===== src/rtl/multdiv_pkg.sv =====
// Shared types for the iterative multiply/divide unit: FSM states, operation
// encoding and the iteration-counter width.
package multdiv_pkg;

  typedef enum logic [1:0] {
    IDLE = 2'd0,
    MUL  = 2'd1,
    DIV  = 2'd2,
    DONE = 2'd3
  } state_e;

  typedef enum logic [1:0] {
    MUL_LO = 2'd0,
    MUL_HI = 2'd1,
    DIV_Q  = 2'd2,
    DIV_R  = 2'd3
  } op_e;

  // The counter must hold 0..width so that a full run of width steps is representable.
  function automatic int cnt_w(input int width);
    return $clog2(width + 1);
  endfunction

endpackage


===== src/rtl/multdiv_core.sv =====
// Unsigned iterative datapath: one shift-add multiply bit or one restoring
// divide bit per step, sharing a single adder/subtractor.
module multdiv_core
  import multdiv_pkg::*;
#(
  parameter int WIDTH = 32
) (
  input  logic                 clock,
  input  logic                 reset,
  input  logic                 load,
  input  logic                 step,
  input  logic                 is_div,
  input  logic [WIDTH-1:0]     a_mag,
  input  logic [WIDTH-1:0]     b_mag,
  output logic [2*WIDTH-1:0]   acc,
  output logic                 last
);

  localparam int CNT_W = cnt_w(WIDTH);
  localparam logic [CNT_W-1:0] LAST_CNT = CNT_W'(WIDTH - 1);

  // acc holds {product hi, product lo/multiplier} or {remainder, quotient/dividend}.
  logic [2*WIDTH-1:0] acc_q, acc_d;
  logic [WIDTH-1:0]   opb_q, opb_d;
  logic [CNT_W-1:0]   cnt_q, cnt_d;

  logic [WIDTH+1:0]   add_x, add_y, add_sum;

  // Two guard bits: bit WIDTH catches the multiply carry, bit WIDTH+1 the divide borrow.
  always_comb begin
    add_x = '0;
    add_y = '0;
    if (is_div) begin
      add_x = {1'b0, acc_q[2*WIDTH-1:WIDTH-1]};
      add_y = ~{2'b00, opb_q};
    end else begin
      add_x = {2'b00, acc_q[2*WIDTH-1:WIDTH]};
      add_y = {2'b00, opb_q};
    end
    add_sum = add_x + add_y + {{(WIDTH+1){1'b0}}, is_div};
  end

  always_comb begin
    acc_d = acc_q;
    opb_d = opb_q;
    cnt_d = cnt_q;
    if (load) begin
      acc_d = {{WIDTH{1'b0}}, a_mag};
      opb_d = b_mag;
      cnt_d = '0;
    end else if (step) begin
      cnt_d = cnt_q + 1'b1;
      if (is_div) begin
        if (add_sum[WIDTH+1]) begin
          acc_d = {acc_q[2*WIDTH-2:0], 1'b0};
        end else begin
          acc_d = {add_sum[WIDTH-1:0], acc_q[WIDTH-2:0], 1'b1};
        end
      end else begin
        if (acc_q[0]) begin
          acc_d = {add_sum[WIDTH:0], acc_q[WIDTH-1:1]};
        end else begin
          acc_d = {1'b0, acc_q[2*WIDTH-1:1]};
        end
      end
    end
  end

  always_ff @(posedge clock) begin
    if (reset) begin
      acc_q <= '0;
      opb_q <= '0;
      cnt_q <= '0;
    end else begin
      acc_q <= acc_d;
      opb_q <= opb_d;
      cnt_q <= cnt_d;
    end
  end

  assign acc  = acc_q;
  assign last = (cnt_q == LAST_CNT);

endmodule


===== src/rtl/multdiv_param.sv =====
// Iterative multiply/divide unit: control FSM, operand sign handling and
// registered result/exception/ready outputs around multdiv_core.
module multdiv_param
  import multdiv_pkg::*;
#(
  parameter int WIDTH  = 32,
  parameter int SIGNED = 1
) (
  input  logic             clock,
  input  logic             reset,
  input  logic [WIDTH-1:0] data_operandA,
  input  logic [WIDTH-1:0] data_operandB,
  input  logic             ctrl_MULT,
  input  logic             ctrl_DIV,
  input  logic             ctrl_HIGH,
  output logic [WIDTH-1:0] data_result,
  output logic             data_exception,
  output logic             data_resultRDY,
  output logic             busy,
  output logic [1:0]       dbg_state
);

  localparam logic [WIDTH-1:0] MOST_NEG = {1'b1, {(WIDTH-1){1'b0}}};

  state_e state_q, state_d;
  op_e    op_q, op_d;
  logic   neg_q, neg_d;
  logic   rneg_q, rneg_d;
  logic   div0_q, div0_d;
  logic   ovf_q, ovf_d;

  logic [WIDTH-1:0] result_q, result_d;
  logic             exc_q, exc_d;
  logic             rdy_q, rdy_d;

  logic               sign_a, sign_b, start, complete;
  logic [WIDTH-1:0]   a_mag, b_mag;
  logic               core_load, core_step, core_is_div, core_last;
  logic [2*WIDTH-1:0] core_acc;

  logic [2*WIDTH-1:0] prod_s;
  logic [WIDTH:0]     prod_top;
  logic [WIDTH-1:0]   quot_s, rem_s;
  logic [WIDTH-1:0]   fin_result;
  logic               fin_exc;

  always_comb begin
    sign_a = (SIGNED != 0) && data_operandA[WIDTH-1];
    sign_b = (SIGNED != 0) && data_operandB[WIDTH-1];
    a_mag  = sign_a ? -data_operandA : data_operandA;
    b_mag  = sign_b ? -data_operandB : data_operandB;
    start  = ctrl_MULT | ctrl_DIV;
  end

  // Signs are reapplied to the unsigned core result once iteration has finished.
  always_comb begin
    prod_s   = neg_q ? -core_acc : core_acc;
    prod_top = prod_s[2*WIDTH-1:WIDTH-1];
    quot_s   = neg_q ? -core_acc[WIDTH-1:0] : core_acc[WIDTH-1:0];
    rem_s    = rneg_q ? -core_acc[2*WIDTH-1:WIDTH] : core_acc[2*WIDTH-1:WIDTH];
    fin_result = '0;
    fin_exc    = 1'b0;
    case (op_q)
      MUL_LO: begin
        fin_result = prod_s[WIDTH-1:0];
        if (SIGNED != 0) begin
          fin_exc = !((&prod_top) || !(|prod_top));
        end else begin
          fin_exc = |prod_s[2*WIDTH-1:WIDTH];
        end
      end
      MUL_HI: begin
        fin_result = prod_s[2*WIDTH-1:WIDTH];
        fin_exc    = 1'b0;
      end
      DIV_Q: begin
        fin_result = div0_q ? '0 : quot_s;
        fin_exc    = div0_q | ovf_q;
      end
      default: begin
        fin_result = div0_q ? '0 : rem_s;
        fin_exc    = div0_q | ovf_q;
      end
    endcase
  end

  always_comb begin
    state_d  = state_q;
    op_d     = op_q;
    neg_d    = neg_q;
    rneg_d   = rneg_q;
    div0_d   = div0_q;
    ovf_d    = ovf_q;
    result_d = result_q;
    exc_d    = exc_q;
    rdy_d    = 1'b0;
    core_load   = 1'b0;
    core_step   = 1'b0;
    core_is_div = (state_q == DIV);
    complete    = 1'b0;

    case (state_q)
      MUL: begin
        core_step = 1'b1;
        if (core_last) state_d = DONE;
      end
      DIV: begin
        // A zero divisor finishes one edge after the start without iterating.
        if (div0_q) begin
          complete = !start;
          state_d  = IDLE;
        end else begin
          core_step = 1'b1;
          if (core_last) state_d = DONE;
        end
      end
      DONE: begin
        complete = 1'b1;
        state_d  = IDLE;
      end
      default: state_d = IDLE;
    endcase

    if (complete) begin
      rdy_d    = 1'b1;
      result_d = fin_result;
      exc_d    = fin_exc;
    end

    // A new start always wins over the in-flight operation; multiply wins over divide.
    if (start) begin
      core_load = 1'b1;
      neg_d     = sign_a ^ sign_b;
      rneg_d    = sign_a;
      if (ctrl_MULT) begin
        state_d = MUL;
        op_d    = ctrl_HIGH ? MUL_HI : MUL_LO;
        div0_d  = 1'b0;
        ovf_d   = 1'b0;
      end else begin
        state_d = DIV;
        op_d    = ctrl_HIGH ? DIV_R : DIV_Q;
        div0_d  = (data_operandB == '0);
        ovf_d   = (SIGNED != 0) && (data_operandA == MOST_NEG) &&
                  (data_operandB == {WIDTH{1'b1}});
      end
    end
  end

  always_ff @(posedge clock) begin
    if (reset) begin
      state_q  <= IDLE;
      op_q     <= MUL_LO;
      neg_q    <= 1'b0;
      rneg_q   <= 1'b0;
      div0_q   <= 1'b0;
      ovf_q    <= 1'b0;
      result_q <= '0;
      exc_q    <= 1'b0;
      rdy_q    <= 1'b0;
    end else begin
      state_q  <= state_d;
      op_q     <= op_d;
      neg_q    <= neg_d;
      rneg_q   <= rneg_d;
      div0_q   <= div0_d;
      ovf_q    <= ovf_d;
      result_q <= result_d;
      exc_q    <= exc_d;
      rdy_q    <= rdy_d;
    end
  end

  multdiv_core #(
    .WIDTH(WIDTH)
  ) u_core (
    .clock  (clock),
    .reset  (reset),
    .load   (core_load),
    .step   (core_step),
    .is_div (core_is_div),
    .a_mag  (a_mag),
    .b_mag  (b_mag),
    .acc    (core_acc),
    .last   (core_last)
  );

  assign data_result    = result_q;
  assign data_exception = exc_q;
  assign data_resultRDY = rdy_q;
  assign busy           = (state_q != IDLE);
  assign dbg_state      = state_q;

endmodule


===== config.mk =====
export PLATFORM = sky130hd
export DESIGN_NAME = multdiv_param
export DESIGN_NICKNAME = d
export VERILOG_FILES = /design/src/rtl/multdiv_pkg.sv /design/src/rtl/multdiv_core.sv /design/src/rtl/multdiv_param.sv
export SDC_FILE = /design/constraint.sdc
export NUM_CORES = 1
export LEC_CHECK = 0
export CORE_AREA = 2 2 199 201
export DETAILED_ROUTE_END_ITERATION = 7
export DIE_AREA = 0 0 201 203
export HOLD_SLACK_MARGIN = 0.03
export SLEW_MARGIN = 15
export SYNTH_ARGS = -nofsm -noshare
export SYNTH_HDL_FRONTEND = slang
export SYNTH_HIERARCHICAL = 1
export SYNTH_SLANG_ARGS = --single-unit

===== constraint.sdc =====
create_clock -name clock -period 6.2 [get_ports clock]
set_input_delay 0.62 -clock clock [delete_from_list [all_inputs] [get_ports clock]]
set_output_delay 0.62 -clock clock [all_outputs]
set_load 0.1 [all_outputs]

==> results of run 1 <==
through the flow:
step           power (mW)  setup slack [ns]  area [sq um]  util (%)  hold slack [ns]
4_1_cts              2.88              1.61         15300      39.9            0.453
3_5_place_dp         1.80              1.63         14700      38.3            0.444
5_1_grt              2.99              1.27         15300      39.9            0.478
3_3_place_gp         1.79              1.74         14700      38.3            0.441
6_report             2.87              1.62         15300      39.9            0.455
2_1_floorplan        1.57             0.938         13400         -            0.429
report_power, final:
group / switching [mW] / internal [mW] / total [mW]
Combinational: 0.461 / 0.291 / 0.753
Clock: 0.442 / 0.632 / 1.07
Sequential: 0.0730 / 0.969 / 1.04
Total: 0.976 / 1.89 / 2.87
worst max path at each step:
stage                  from              to  slack [ns]
6_report       dbg_state[0]  u_core/acc[36]        1.62
5_1_grt        dbg_state[0]  u_core/acc[50]        1.27
4_1_cts        dbg_state[0]  u_core/acc[36]        1.61
3_5_place_dp   dbg_state[0]  u_core/acc[36]        1.63
3_3_place_gp   dbg_state[0]  u_core/acc[62]        1.74
2_1_floorplan  dbg_state[1]  u_core/acc[62]        0.94
kinds of logic (layout without fill, tap and decap cells):
group	after synthesis	after routing	share of synthesized area, %
AO/OA/AOI/OAI	471	471	23.8
XOR/XNOR	212	212	13.8
adder cells (fa/ha/maj)	42	42	3.97
buffers and inverters	159	189	4.91
flip-flops	144	144	21.5
multiplexers	129	129	10.0
AND/OR/NAND/NOR	605	605	22.0
state kept, by name (all words and copies together), names as in the netlist:
register and cells:
u_core/acc 64, data_result 32, u_core/opb_q 32, u_core/cnt_q 6
dbg_state 2, op_q 2, data_exception 1, data_resultRDY 1
div0_q 1, neg_q 1, ovf_q 1, rneg_q 1
cell type report:
cell class                      count  area, sq um  area share, %
Multi-Input combinational cell   1459         9900           64.5
Clock buffer                       18          429           2.80
Tap cell                          518          648           4.22
Clock inverter                     13          164           1.07
Inverter                           35          133          0.864
Timing Repair Buffer              123         1180           7.71
Sequential cell                   144         2890           18.8
cells in the mapped netlist (all sizes together), types with 22 or more instances:
cell type	instances
or3	31
or4	24
nor2	218
clkbuf	88
nand3	24
nand2	139
xor2	95
nor4	23
mux2i	88
inv	32
a211oi	48
nand4	22
nor3	38
o21ai	117
ha	41
o31ai	47
dfxtp	144
mux2	41
a21oi	109
xnor2	117
buf	36
critical path, cell delays in order, from the launching register on:
cell	delay, ns
sky130_fd_sc_hd__dfxtp_1	0.35
sky130_fd_sc_hd__inv_1	0.13
sky130_fd_sc_hd__ha_4	0.63
sky130_fd_sc_hd__buf_4	0.55
sky130_fd_sc_hd__mux2_2	0.40
sky130_fd_sc_hd__ha_1	0.39
sky130_fd_sc_hd__a21oi_1	0.18
sky130_fd_sc_hd__nor2_1	0.05
sky130_fd_sc_hd__o21a_1	0.16
sky130_fd_sc_hd__o21ai_1	0.13
sky130_fd_sc_hd__a21oi_1	0.08
sky130_fd_sc_hd__o31a_1	0.28
sky130_fd_sc_hd__a21oi_4	0.12
sky130_fd_sc_hd__buf_4	0.53
sky130_fd_sc_hd__nor3b_1	0.31
sky130_fd_sc_hd__o41ai_2	0.12
metal layers:
metal | vias up | track usage, % | wire length (um)
met5 | - | 0 | 0
met2 | 445 | 34.4 | 20000
li1 | 6470 | - | -
met4 | 0 | 7.30 | 1130
met1 | 6303 | 29.1 | 20800
met3 | 62 | 2.94 | 2530
==> flow_summary.toml, run 1 <==
[timing]
timing.final.max_slew_violations = 0
worst-slew-pin-transition_ns = 1.09
fin_worst_skew_ns = 0.0146
timing.final.crit_period_ns = 4.58
endpoints_failing_hold = 0
slew_headroom_pct = 27.2
setup_viol = 0
post_route_setup_tns_ns = 0
final.period_utilization_pct = 73.9
achievable-frequency_ghz = 0.218
rsz_0062_raised_after_global_routing = "no"

[pwr]
vdd.ir_drop.worst_v = 0.000168
total_leakage_power_nw = 5.92
power_density_relative_to_cell_area_nw_per_um2 = 187

[floorplanning]
core_area_sq_um = 38500
initial_utilization_pct = 34.9
fp.dieH_um = 203
number_of_standard_cell_rows_in_the_floorplan = 72
number_of_top_level_design_ports = 106
die_w_um = 201
die_area_sq_um = 40800

[placement]
io_buffers = 105
hpwl_um = 33200
routabilityCongestion = 0.947
dp.cells = 2279

[critical_path]
r2r_cells = 15
crit_fanout = 56
critical_path_required_ns = 6.52
worst_r2r_endpoint = "u_core/acc[36]"
timing.critical_path.to_type = "flip-flop"
reg2reg_from = "dbg_state[0]"
critPathArrivalTime_ns = 4.91
start_kind = "flip-flop"
ff2ff_setup_slack_ns = 1.62
worst-setup-path-type = "flip-flop to flip-flop"

[logic_synthesis]
sequential_area_share_after_synthesis_pct = 21.5
synth-main-ff-cell = "sky130_fd_sc_hd__dfxtp_1"
yosysTopAreaCellShare_pct = 21.5
synth_nets = 1873
synth_area_leaders = "sky130_fd_sc_hd__dfxtp_1 21%, sky130_fd_sc_hd__xnor2_1 7.6%, sky130_fd_sc_hd__mux2i_1 6.6%, sky130_fd_sc_hd__xor2_1 6.2%, sky130_fd_sc_hd__nor2_1 6.1%"
cell_taking_the_most_area_after_synthesis = "sky130_fd_sc_hd__dfxtp_1"
synth-edff-count = 0
synth.lib_cells_used.distinct = 89
post_synth.cell_area_avg_sq_um = 7.62
postSynth.asyncResetShare_pct = 0
post_synth_inst_count = 1762
yosys_warnings = 6
synth_area_sq_um = 13400
synth.ff_latch_count = 144

[finish]
antenna_cells = 0
syn2layout_area_growth_pct = 14.3
layout.cells.most_common = "sky130_fd_sc_hd__nor2_1"
finalNonFillerCells = 2310
final_layout_size_suffix_gt1_share_pct = 7.70
num-nets-final = 1891
fillers = 3998
layout.cells.most_common_list = "218 x sky130_fd_sc_hd__nor2_1, 142 x sky130_fd_sc_hd__dfxtp_1, 139 x sky130_fd_sc_hd__nand2_1"

[clock_network]
cts_buffers = 17
postCtsSetupBuffers = 0
post_cts_hold_buffer_count = 0
cts.root.buffer_cell = "sky130_fd_sc_hd__clkbuf_16"
cts-htree-levels = 4
cts_sinks = 144
number_of_gates_given_a_new_drive_strength_after_cts = 0
insertion_delay_ns = 0.44
cts_tree = "built"
max-clock-path-buffers = 2
worst_setup_hold_path_clk_slew_ns = 0.07

[hold_path]
cells_on_worst_hold_path = 2
hold_class = "flip-flop to flip-flop"
hold_start = "rneg_q"
timing.hold.worst_endpoint = "rneg_q"

[drt]
via_count = 13280
dr.pass1.iters = 6
drtIter0Drc = 1243
via_per_inst = 5.75
detail_route.wl_per_cell_um = 19.2
detailed_route_wire_length_um = 44400
ant_nets = 0
drcViolationCount = 0

[grt]
grt.total_usage_pct = 21.3
gr-total-overflow = 0
first_pass_grt_wire_length_um = 70100
initial_antenna_violation_count = 0
pin_count_of_the_biggest_net_entering_global_routing = 69
vias_in_the_first_global_route = 12472

[flow_run]
maximum_capacitance_violations = 0

[outcome]
status = "finished, final reports clean"
Power figures use the tool's default switching activity.
==> run 2, diff against run 1 <==
- clock period: 6.2 -> 4.1 ns (I/O delays scaled with it)
==> run 2 against run 1 <==
Against the previous run:
- clock power grew 38%
- largest power group is now registers
- maximum frequency grew 18%
- critical path type unchanged
- total power grew 47%
- core utilization grew 0.86 points
- non-clock buffer count grew 43
- cell area grew 2.2%
- clock skew shrank 0.0023 ns
- critical endpoint is now u_core/acc[58]
- critical path depth grew 1
==> flow_summary.toml, run 2 (synthesized netlist as in run 1, its figures left out) <==
[clock_network]
insertion_delay_ns = 0.45
cts_tree = "built"
max-clock-path-buffers = 2
cts.root.buffer_cell = "sky130_fd_sc_hd__clkbuf_16"
cts_sinks = 144
worst_setup_hold_path_clk_slew_ns = 0.06
cts_buffers = 17
postCtsSetupBuffers = 0
post_cts_hold_buffer_count = 0
number_of_gates_given_a_new_drive_strength_after_cts = 0
cts-htree-levels = 4

[critical_path]
worst-setup-path-type = "flip-flop to flip-flop"
crit_fanout = 44
timing.critical_path.cells = "inv_2 > ha_4 > buf_12 > mux2_2 > ha_1 > nor2b_1 > o31a_1 > o211ai_1 > buf_4 > a21oi_1 > nor2_1 > buf_4 > o31ai_1 > xor2_1 > mux2i_1 > a31oi_1"
critPathArrivalTime_ns = 4.25
timing.critical_path.to_type = "flip-flop"
critPathMaxStageDelay_ns = 0.37
path_common_cell = "sky130_fd_sc_hd__buf_4"
r2r_cells = 16
timing.critical_path.slowest_stage_cell = "sky130_fd_sc_hd__mux2_2"
critical_path_required_ns = 4.47
start_kind = "flip-flop"

[timing]
timing.final.max_slew_violations = 0
timing.final.crit_period_ns = 3.88
worst-slew-pin-transition_ns = 1.03
post_route_setup_tns_ns = 0
endpoints_failing_hold = 0
achievable-frequency_ghz = 0.258
fin_worst_skew_ns = 0.0123
final.setup.worst_slack_ns = 0.223
final.period_utilization_pct = 94.6
rsz_0062_raised_after_global_routing = "no"
setup_viol = 0
slew_headroom_pct = 31.0

[flow_run]
maximum_capacitance_violations = 0

[grt]
gr-total-overflow = 0
grt.total_usage_pct = 21.4
vias_in_the_first_global_route = 12446
initial_antenna_violation_count = 0
pin_count_of_the_biggest_net_entering_global_routing = 78
first_pass_grt_wire_length_um = 70000

[drt]
via_per_inst = 5.75
ant_nets = 0
drcViolationCount = 0
dr.pass1.iters = 6
detailed_route_wire_length_um = 44300
detail_route.wl_per_cell_um = 18.8
via_count = 13529
drtIter0Drc = 1338

[finish]
layout.cells.most_common = "sky130_fd_sc_hd__nor2_1"
finalNonFillerCells = 2351
largest_register_ffs = 64
final_layout_size_suffix_gt1_share_pct = 9.93
final_core_utilization_pct = 40.7
syn2layout_area_growth_pct = 16.8
fillers = 3956
layout.cells.most_common_list = "218 x sky130_fd_sc_hd__nor2_1, 140 x sky130_fd_sc_hd__dfxtp_1, 139 x sky130_fd_sc_hd__nand2_1"
num-nets-final = 1934
antenna_cells = 0

[floorplanning]
die_area_sq_um = 40800
fp.dieH_um = 203
core_area_sq_um = 38500
number_of_standard_cell_rows_in_the_floorplan = 72
number_of_top_level_design_ports = 106
initial_utilization_pct = 34.9
die_w_um = 201

[pwr]
vdd.ir_drop.worst_v = 0.000271
total_leakage_power_nw = 6.14
total_power_mw = 4.22
power_density_relative_to_cell_area_nw_per_um2 = 269

[outcome]
status = "finished, final reports clean"

[placement]
dp_worst_setup_slack_ns = 0.257
routabilityCongestion = 0.983
io_buffers = 105
hpwl_um = 33800
dp.cells = 2322

[hold_path]
hold_class = "input port to flip-flop"
cells_on_worst_hold_path = 2
[run 2: cell types whose count changed in the layout (fill, tap and decap cells not counted), sizes merged]
cell and delta:
buf +43, clkbuf +5, clkinvlp -3, bufinv -2, inv -2
[run 2: power by group]
group / total [mW] / internal [mW] / switching (mW)
Combinational: 1.17 / 0.463 / 0.711
Clock: 1.48 / 0.868 / 0.611
Sequential: 1.57 / 1.47 / 0.101
[run 2: worst paths after layout]
kind / from / endpoint / slack [ns]
min reg2reg: data_result[21] / data_result[21] / 0.48
max reg2reg: dbg_state[0] / u_core/acc[58] / 0.22
max: dbg_state[0] / u_core/acc[58] / 0.22
min: reset / u_core/acc[3] / 0.41
[run 2: critical path: cells and delay by family (launching register included)]
kind | cells | cell delay, ns
AOI/OAI and AO/OA | 5 | 1.12
buffers and inverters | 4 | 0.66
adders and majority gates | 2 | 0.51
muxes | 2 | 0.50
DFF | 1 | 0.36
xor gates and xnor gates | 1 | 0.36
and+or+nand+nor | 2 | 0.30
[run 2: final cells by class]
type / instances / area [sq um] / share of cell area, %
well taps: 518 / 648 / 4.14
clock buffers: 23 / 478 / 3.05
flip-flops and latches: 144 / 2890 / 18.5
repair buffers: 166 / 1550 / 9.87
inverters: 35 / 133 / 0.846
clock inverters: 6 / 60.1 / 0.383
multi-input cells: 1459 / 9910 / 63.3
[run 2: layer usage]
metal | up-vias | track usage [%] | wire [um] | share of wire (%)
met3 | 72 | 3.43 | 2700 | 6.1
met1 | 6381 | 29.3 | 20500 | 46
met4 | 0 | 8.65 | 1460 | 3.3
met2 | 526 | 33.5 | 19600 | 44
met5 | - | 0 | 0 | 0
li1 | 6550 | - | - | -
[run 2: per-stage QoR]
| step | instance area [sq um] | hold WS [ns] |
|---|---|---|
| 6_report | 15700 | 0.414 |
| 5_1_grt | 15700 | 0.426 |
| 4_1_cts | 15700 | 0.409 |
| 3_3_place_gp | 15100 | 0.456 |
| 2_1_floorplan | 13500 | 0.429 |
| 3_5_place_dp | 15100 | 0.464 |
